[src/rtl/alu_frame_ctrl_pkg.sv]
// Shared definitions for the ALU frame controller: ALU opcodes, framing defaults
// and the controller state encoding.
package alu_pkg;

  typedef enum logic [2:0] {
    CS_AND  = 3'd0,
    CS_OR   = 3'd1,
    CS_ADD  = 3'd2,
    CS_SUB  = 3'd3,
    CS_SLT  = 3'd4,
    CS_SUBC = 3'd5,
    CS_ADDC = 3'd6
  } alu_cs_e;

  localparam logic [3:0]  SYNC_NIBBLE_DEFAULT    = 4'hA;
  localparam logic [15:0] TIMEOUT_CYCLES_DEFAULT = 16'd5000;

  typedef enum logic [2:0] {
    ST_IDLE,
    ST_GET_A,
    ST_GET_B,
    ST_EXEC,
    ST_WAIT1,
    ST_CAPTURE,
    ST_SEND_RES,
    ST_SEND_STAT
  } frame_state_e;

  // The optional second reply byte: carry in bit 1, zero flag in bit 0.
  function automatic logic [7:0] status_byte(input logic carry, input logic zero);
    return {6'b000000, carry, zero};
  endfunction

endpackage

[src/rtl/alu_frame_ctrl_if.sv]
// Byte-stream link between the UART (master) and the ALU frame controller (slave):
// one valid/ready channel in each direction.
interface alu_frame_ctrl_if;

  logic [7:0] rx_data;
  logic       rx_valid;
  logic       rx_ready;
  logic [7:0] tx_data;
  logic       tx_valid;
  logic       tx_ready;

  modport master (
    output rx_data, rx_valid, tx_ready,
    input  rx_ready, tx_data, tx_valid
  );

  modport slave (
    input  rx_data, rx_valid, tx_ready,
    output rx_ready, tx_data, tx_valid
  );

endinterface

[src/rtl/alu_frame_ctrl.sv]
// Turns 3-byte UART frames (opcode, A, B) into one ALU operation and sends the result back.
// Define ALU_STATUS_BYTE_EN to also send a {carry, zero} status byte after the result.
module alu_frame_ctrl
  import alu_pkg::*;
#(
  parameter logic [15:0] TIMEOUT_CYCLES = TIMEOUT_CYCLES_DEFAULT,
  parameter logic [3:0]  SYNC_NIBBLE    = SYNC_NIBBLE_DEFAULT
) (
  input  logic             clk,
  input  logic             rst_n,
  alu_frame_ctrl_if.slave  bus,
  output logic [7:0]       alu_a,
  output logic [7:0]       alu_b,
  output logic [2:0]       alu_cs,
  output logic             alu_carry_in,
  output logic             alu_en,
  input  logic [7:0]       alu_s,
  input  logic             alu_zero,
  input  logic             alu_carry_out,
  output logic             busy,
  output logic             frame_err
);

  frame_state_e state, state_next;

  logic [15:0] idle_cnt;
  logic [7:0]  result_q;
  logic        carry_q;
  logic        zero_q;

  logic        rx_ready_c;
  logic        tx_valid_c;
  logic [7:0]  tx_data_c;
  logic        rx_accept;
  logic        in_get;
  logic        sync_ok;
  logic        bad_sync;
  logic        timeout;

  // rx_ready is gated by reset because the state register reads IDLE while reset is held.
  assign in_get     = (state == ST_GET_A) || (state == ST_GET_B);
  assign rx_ready_c = !rst_n && ((state == ST_IDLE) || in_get);
  assign rx_accept  = rx_ready_c && bus.rx_valid;
  assign sync_ok    = (bus.rx_data[7:4] == SYNC_NIBBLE);
  assign bad_sync   = (state == ST_IDLE) && rx_accept && !sync_ok;
  assign timeout    = in_get && !rx_accept &&
                      (({1'b0, idle_cnt} + 17'd1) >= {1'b0, TIMEOUT_CYCLES});

  assign bus.rx_ready = rx_ready_c;
  assign bus.tx_valid = tx_valid_c;
  assign bus.tx_data  = tx_data_c;
  assign busy         = (state != ST_IDLE);

  always_ff @(posedge clk or posedge rst_n) begin
    if (rst_n) begin
      state <= ST_IDLE;
    end else begin
      state <= state_next;
    end
  end

  always_comb begin
    state_next = state;
    tx_valid_c = 1'b0;
    tx_data_c  = 8'h00;
    alu_en     = 1'b0;
    unique case (state)
      ST_IDLE: begin
        if (rx_accept && sync_ok) state_next = ST_GET_A;
      end
      ST_GET_A: begin
        if (rx_accept)    state_next = ST_GET_B;
        else if (timeout) state_next = ST_IDLE;
      end
      ST_GET_B: begin
        if (rx_accept)    state_next = ST_EXEC;
        else if (timeout) state_next = ST_IDLE;
      end
      ST_EXEC: begin
        alu_en     = 1'b1;
        state_next = ST_WAIT1;
      end
      ST_WAIT1: begin
        state_next = ST_CAPTURE;
      end
      ST_CAPTURE: begin
        state_next = ST_SEND_RES;
      end
      ST_SEND_RES: begin
        tx_valid_c = 1'b1;
        tx_data_c  = result_q;
        if (bus.tx_ready) begin
`ifdef ALU_STATUS_BYTE_EN
          state_next = ST_SEND_STAT;
`else
          state_next = ST_IDLE;
`endif
        end
      end
      ST_SEND_STAT: begin
        tx_valid_c = 1'b1;
        tx_data_c  = status_byte(carry_q, zero_q);
        if (bus.tx_ready) state_next = ST_IDLE;
      end
      default: begin
        state_next = ST_IDLE;
      end
    endcase
  end

  // Operands and opcode hold their values across timeouts and errors until a new
  // opcode is accepted; the ALU result is sampled two cycles after the enable pulse.
  always_ff @(posedge clk or posedge rst_n) begin
    if (rst_n) begin
      alu_a        <= 8'h00;
      alu_b        <= 8'h00;
      alu_cs       <= 3'd0;
      alu_carry_in <= 1'b0;
      result_q     <= 8'h00;
      carry_q      <= 1'b0;
      zero_q       <= 1'b0;
    end else begin
      if ((state == ST_IDLE) && rx_accept && sync_ok) begin
        alu_cs       <= bus.rx_data[2:0];
        alu_carry_in <= bus.rx_data[3];
      end
      if ((state == ST_GET_A) && rx_accept) alu_a <= bus.rx_data;
      if ((state == ST_GET_B) && rx_accept) alu_b <= bus.rx_data;
      if (state == ST_CAPTURE) begin
        result_q <= alu_s;
        carry_q  <= alu_carry_out;
        zero_q   <= alu_zero;
      end
    end
  end

  // The idle counter only runs while waiting for operand bytes and is cleared by
  // every accepted byte, by a timeout and by leaving the operand states.
  always_ff @(posedge clk or posedge rst_n) begin
    if (rst_n) begin
      idle_cnt  <= 16'd0;
      frame_err <= 1'b0;
    end else begin
      frame_err <= bad_sync || timeout;
      if (in_get && !rx_accept && !timeout) begin
        if (idle_cnt != 16'hFFFF) idle_cnt <= idle_cnt + 16'd1;
      end else begin
        idle_cnt <= 16'd0;
      end
    end
  end

endmodule

[src/flat_wrapper.sv]
// flat-port wrapper written by rule: the top's interface ports become plain ports
module alu_frame_ctrl_flat import alu_pkg::*;
#(
  parameter logic [15:0] TIMEOUT_CYCLES = TIMEOUT_CYCLES_DEFAULT,
  parameter logic [3:0]  SYNC_NIBBLE    = SYNC_NIBBLE_DEFAULT
)
  (clk, rst_n, alu_a, alu_b, alu_cs, alu_carry_in, alu_en, alu_s, alu_zero, alu_carry_out, busy, frame_err, bus_rx_data, bus_rx_valid, bus_tx_ready, bus_rx_ready, bus_tx_data, bus_tx_valid);
  alu_frame_ctrl_if bus_i ();
  input  logic clk;
  input  logic rst_n;
  output logic [7:0] alu_a;
  output logic [7:0] alu_b;
  output logic [2:0] alu_cs;
  output logic alu_carry_in;
  output logic alu_en;
  input  logic [7:0] alu_s;
  input  logic alu_zero;
  input  logic alu_carry_out;
  output logic busy;
  output logic frame_err;
  input wire logic [$bits(bus_i.rx_data)-1:0] bus_rx_data;
  input wire logic [$bits(bus_i.rx_valid)-1:0] bus_rx_valid;
  input wire logic [$bits(bus_i.tx_ready)-1:0] bus_tx_ready;
  output wire logic [$bits(bus_i.rx_ready)-1:0] bus_rx_ready;
  output wire logic [$bits(bus_i.tx_data)-1:0] bus_tx_data;
  output wire logic [$bits(bus_i.tx_valid)-1:0] bus_tx_valid;
  assign bus_i.rx_data = bus_rx_data;
  assign bus_i.rx_valid = bus_rx_valid;
  assign bus_i.tx_ready = bus_tx_ready;
  assign bus_rx_ready = bus_i.rx_ready;
  assign bus_tx_data = bus_i.tx_data;
  assign bus_tx_valid = bus_i.tx_valid;
  alu_frame_ctrl #(.TIMEOUT_CYCLES(TIMEOUT_CYCLES), .SYNC_NIBBLE(SYNC_NIBBLE)) u_core (.clk(clk), .rst_n(rst_n), .bus(bus_i), .alu_a(alu_a), .alu_b(alu_b), .alu_cs(alu_cs), .alu_carry_in(alu_carry_in), .alu_en(alu_en), .alu_s(alu_s), .alu_zero(alu_zero), .alu_carry_out(alu_carry_out), .busy(busy), .frame_err(frame_err));
endmodule
[config.mk]
export PLATFORM = sky130hd
export DESIGN_NAME = alu_frame_ctrl_flat
export DESIGN_NICKNAME = d
export VERILOG_FILES = /design/src/rtl/alu_frame_ctrl_pkg.sv /design/src/rtl/alu_frame_ctrl_if.sv /design/src/rtl/alu_frame_ctrl.sv /design/src/flat_wrapper.sv
export SDC_FILE = /design/constraint.sdc
export NUM_CORES = 1
export LEC_CHECK = 0
export BUFFER_PORTS_ARGS = -buffer_cell sky130_fd_sc_hd__buf_2
export CELL_PAD_IN_SITES_DETAIL_PLACEMENT = 0
export CELL_PAD_IN_SITES_GLOBAL_PLACEMENT = 1
export CORE_MARGIN = 5
export CORE_UTILIZATION = 44
export DETAILED_ROUTE_END_ITERATION = 6
export PLACE_DENSITY_LB_ADDON = 0.1
export SETUP_SLACK_MARGIN = 0.05
export SLEW_MARGIN = 20
export SYNTH_ARGS = -nofsm -noshare
export SYNTH_HDL_FRONTEND = slang
export SYNTH_SLANG_ARGS = --single-unit
[constraint.sdc]
create_clock -name clk -period 3.9 [get_ports clk]
set_input_delay 0.195 -clock clk [delete_from_list [all_inputs] [get_ports clk]]
set_output_delay 0.195 -clock clk [all_outputs]
set_load 0.01 [all_outputs]
# [After elaboration in Yosys (flattened, before gate mapping)]
# Cells that the tools add are included.
# W data, S select, Z words.
[word_totals] register_bits=50 input_bits=22 output_inout_bits=33 wordCells=58
[op_classes] addsub=2 magnitude_cmp=1 eq_ne=12 n_mux=11 reduce_logical=22
[op_table] cell="$mux W16" n=2
[op_table] cell="$pmux W3 S7" n=1
[op_table] cell="$add A16 B1 Y17 const B" n=1
[op_table] cell="$ge A17 B13 Y1 const B" n=1
[op_table] cell="$add A16 B1 Y16 const B" n=1
[op_table] cell="$ne A16 B16 Y1 const B" n=1
[op_table] cell="$pmux W8 S2" n=1
[op_table] cell="$mux W3" n=5
[op_table] cell="$eq A3 B3 Y1 const B" n=4
[op_table] cell="$logic_and A1 B1 Y1" n=11
[op_table] cell="$eq A3 B2 Y1 const B" n=2
[op_table] cell="$eq A4 B4 Y1 const B" n=1
[op_table] cell="$logic_not A1 Y1" n=4
[op_table] cell="$ne A2 B1 Y1 const B" n=2
[op_table] cell="$eq A3 B1 Y1 const B" n=1
[op_table] cell="$logic_not A3 Y1" n=1
[op_table] cell="$logic_or A1 B1 Y1" n=3
[op_table] cell="$reduce_bool A3 Y1" n=1
[op_table] cell="$mux W1" n=2
[op_table] cell="$ne A2 B2 Y1 const B" n=1
[op_table] cell="$reduce_and A2 Y1" n=1
[op_table] cell="$reduce_or A2 Y1" n=1

# [Longest topological paths before layout]
[logic_depth] word_depth=11 mapped_depth=9 ltp_nobuf=7

# [Least setup slack after synthesis]
# No wires, ideal clock.
[synth_path] path_type="register -> register" from="register u_core.idle_cnt[0]" to="register u_core.idle_cnt[3]" setup_time_ns=0.141 arrival_ns=1.930 required_ns=3.759 setup_slack_ns=1.830 stages_incl_launch_ff=9 n_path_buf=1 period_less_slack_ns=2.070 cell_sequence="dfrtp_1 > ha_1 > nand3_1 > or4_4 > nor2_2 > o211ai_2 > o211ai_2 > buf_6 > a21oi_2"
[synth_between] elab_chain_cells=6 elab_cells_between_ends=10 classes_between="add/sub: 2; order compare: 1; eq/ne: 2; mux: 2; reduce/logical: 3"
[synth_rtl] item="start: declaration" line="alu_frame_ctrl.sv:26" rtl="logic [15:0] idle_cnt;"
[synth_rtl] item="start signal: assignment" line="alu_frame_ctrl.sv:146" rtl="if (idle_cnt != 16'hFFFF) idle_cnt <= idle_cnt + 16'd1;"
[synth_rtl] item="$add A16 B1 Y17" line="alu_frame_ctrl.sv:47" rtl="(({1'b0, idle_cnt} + 17'd1) >= {1'b0, TIMEOUT_CYCLES});"
[synth_rtl] item="$ge A17 B13 Y1" line="alu_frame_ctrl.sv:47"
[synth_rtl] item="$logic_and A1 B1 Y1" line="alu_frame_ctrl.sv:46" rtl="assign timeout = in_get && !rx_accept &&"
[synth_rtl] item="$logic_not A1 Y1" line="alu_frame_ctrl.sv:145" rtl="if (in_get && !rx_accept && !timeout) begin"
[synth_rtl] item="$logic_and A1 B1 Y1" line="alu_frame_ctrl.sv:145"
[synth_rtl] item="$ne A2 B2 Y1 (no line) or $mux W16 (tied branches)"
# Several ways; a longest one is shown, not always the timed one. The select of a mux whose other input is x is not followed.
# A chain may end at the register's enable or synchronous reset.

# [Final worst setup path]
[layout_path] from="register u_core.idle_cnt[0]" to="register u_core.idle_cnt[11]"
# The elaborated chain is that of the path after synthesis.

==> flow_summary.json <==
{
  "status": "finished clean",
  "htree_levels": 2,
  "endpoint_kind": "flop",
  "ys_seq_elements": 50,
  "finalMaxSlewViolations": 0,
  "syn_area_per_cell_um2": 11.2,
  "worstSetupStartpoint": "u_core.idle_cnt[0]",
  "core_um2": 5470,
  "postCtsSetupBuffers": 0,
  "async_flop_share": 1.00,
  "drt_iter0_drc": 75,
  "hold_viol": 0,
  "r2r_end": "u_core.idle_cnt[11]",
  "die_w_um": 85.0,
  "synth_edf_count": 0,
  "rows": 27,
  "cts_root_buf": "clkbuf_8",
  "die_y_um": 85.0,
  "wl_per_cell_um": 14.3,
  "area_growth_syn_to_layout_pct": 17.0,
  "tightest_slew_ps": 790,
  "n_antenna_cell": 0,
  "power_density_nw_per_um2": 553,
  "slew_headroom": 0.472,
  "clockBufferDepth": 2,
  "post_cts_resized": 0,
  "drt-vias-per-instance": 5.15,
  "vias": 1797,
  "gp_congestion": 0.843,
  "ctsHoldBuffers": 0,
  "drive_above_1_share": 0.408,
  "start_util": 0.452,
  "fin_crit_ps": 2610,
  "startpoint_type": "flop",
  "grt_max_degree": 51,
  "antenna_found_initial": 0,
  "arrival_ps": 2750,
  "dieArea_um2": 7220,
  "yosysSeqAreaShare": 0.506,
  "hp-class": "in2async",
  "place_inst": 341,
  "grt_pass1_wl_um": 8650,
  "routed_wl_um": 4990,
  "synthCells": 221,
  "port-buffer-count": 54,
  "vdd_drop_max_mv": 0.375,
  "numCtsBuffers": 5,
  "power_w": 0.00160,
  "r2r_slack_ps": 1290,
  "worstSetupPathType": "reg2reg",
  "cp.required_ps": 4040,
  "cts_tree": "yes",
  "clk_latency_ps": 300,
  "antenna_left": 0,
  "worstRegToRegCells": 7,
  "grt_usage": 0.147,
  "worstPathMaxFanout": 13,
  "synthesis.area_um2": 2470,
  "layout_commonest_cell": "buf_2",
  "synthFlopType": "dfrtp_1",
  "io_pins": 55,
  "dpl.hpwl_um": 3670,
  "rsz0062_at_grt": "false",
  "overflow": 0,
  "yosys_warnings": 0,
  "fin_cells": 349,
  "cts.sinks": 50,
  "nets": 300,
  "drtPass1Iterations": 4,
  "skew_ps": 5.53,
  "ys_types": 44,
  "post-route-period-util": 0.668,
  "layout_common_cells": "buf_2 (54), dfrtp_1 (50), mux2_2 (31), nor2_1 (14), nand2_1 (14)",
  "leakagePower_nw": 1.33,
  "setup_viol": 0,
  "maxCapViolCount": 0,
  "clkTransAtPathRegs_ps": 90,
  "grt_pass1_vias": 1813,
  "timing.rr.start": "u_core.idle_cnt[0]",
  "fmax_mhz": 384,
  "critPathCapture": "u_core.idle_cnt[11]",
  "drc": 0,
  "fin_tns_setup_ps": 0
}
## critical path, cell delays in order (launching register included)
cell and delay [ps]:
dfrtp_1 440, ha_1 320, nand3_1 180, or4_4 530, nor2_2 110, o211ai_2 100
o211ai_2 650, a21oi_1 110
## flip-flops by register name, summed over array words and instances (netlist names)
signal	cells
u_core.alu_a	8
u_core.alu_b	8
u_core.alu_carry_in	1
u_core.alu_cs	3
u_core.carry_q	1
u_core.frame_err	1
u_core.idle_cnt	16
u_core.result_q	8
u_core.state	3
u_core.zero_q	1
## synth_stat cells (3+ instances only)
master / n / area (µm²)
nand4_1: 3 / 18.8
inv_1: 6 / 22.5
nand3_1: 9 / 45.0
a21oi_1: 5 / 25.0
dfrtp_1: 50 / 1250
nand2_1: 14 / 52.6
o21ai_0: 8 / 40.0
nor2b_1: 3 / 18.8
and2_1: 6 / 37.5
nor2_1: 14 / 52.6
nor3_1: 8 / 40.0
clkbuf_1: 5 / 18.8
mux2_2: 31 / 349
mux2i_1: 4 / 40.0
nand3b_1: 3 / 22.5
nor2_2: 4 / 25.0
xnor2_1: 10 / 87.6
a21oi_2: 7 / 61.3
## per-layer routing
metal  GRT usage  wire, µm  vias to the layer above
li1            -         -                      884
met1       0.201      2330                      864
met2       0.230      2360                       42
met3      0.0359       233                        7
met4      0.0475        71                        0
met5           0         0                        -
## power breakdown
part           switching [W]  internal (W)
clock network       0.000171      0.000126
logic               0.000243      0.000273
registers           0.000105      0.000682
total               0.000519       0.00108
## how the worst min path moves through the flow
stage            startpoint              end  cells past startpoint
2_1_floorplan  bus_tx_ready  u_core.state[2]                      1
4_1_cts               rst_n  u_core.alu_a[6]                      3
3_3_place_gp   bus_tx_ready  u_core.state[2]                      2
5_1_grt        bus_tx_ready  u_core.state[2]                      2
3_5_place_dp   bus_tx_ready  u_core.state[2]                      2
6_report              rst_n  u_core.alu_a[6]                      3
## stage by stage
step                 util  worst slack (ps)  instance area [µm²]  hold WS (ps)
floorplan               -              1830                 2480           290
global placement    0.513              1400                 2810           413
detailed placement  0.513              1290                 2810           410
CTS                 0.529              1270                 2900          85.0
global route        0.529              1030                 2900          91.3
finish              0.529              1290                 2900          62.6
## kinds of logic after synthesis
family | synth area share
AND/OR/NAND/NOR | 0.171
flip-flops | 0.506
multiplexers | 0.157
AO/OA/AOI/OAI | 0.0885
buffers and inverters | 0.0268
XOR/XNOR | 0.0389
adder cells (fa/ha/maj) | 0.0101
other | 0.00152
## area by class of cell
cell class	instances	area [µm²]
Fill cell	540	2580
Sequential cell	50	1250
Multi-Input combinational cell	158	1160
Timing Repair Buffer	55	278
Tap cell	72	90.1
Clock buffer	5	68.8
Inverter	6	22.5
Clock inverter	3	21.3
Note: power is estimated with default switching activity, not from simulation.
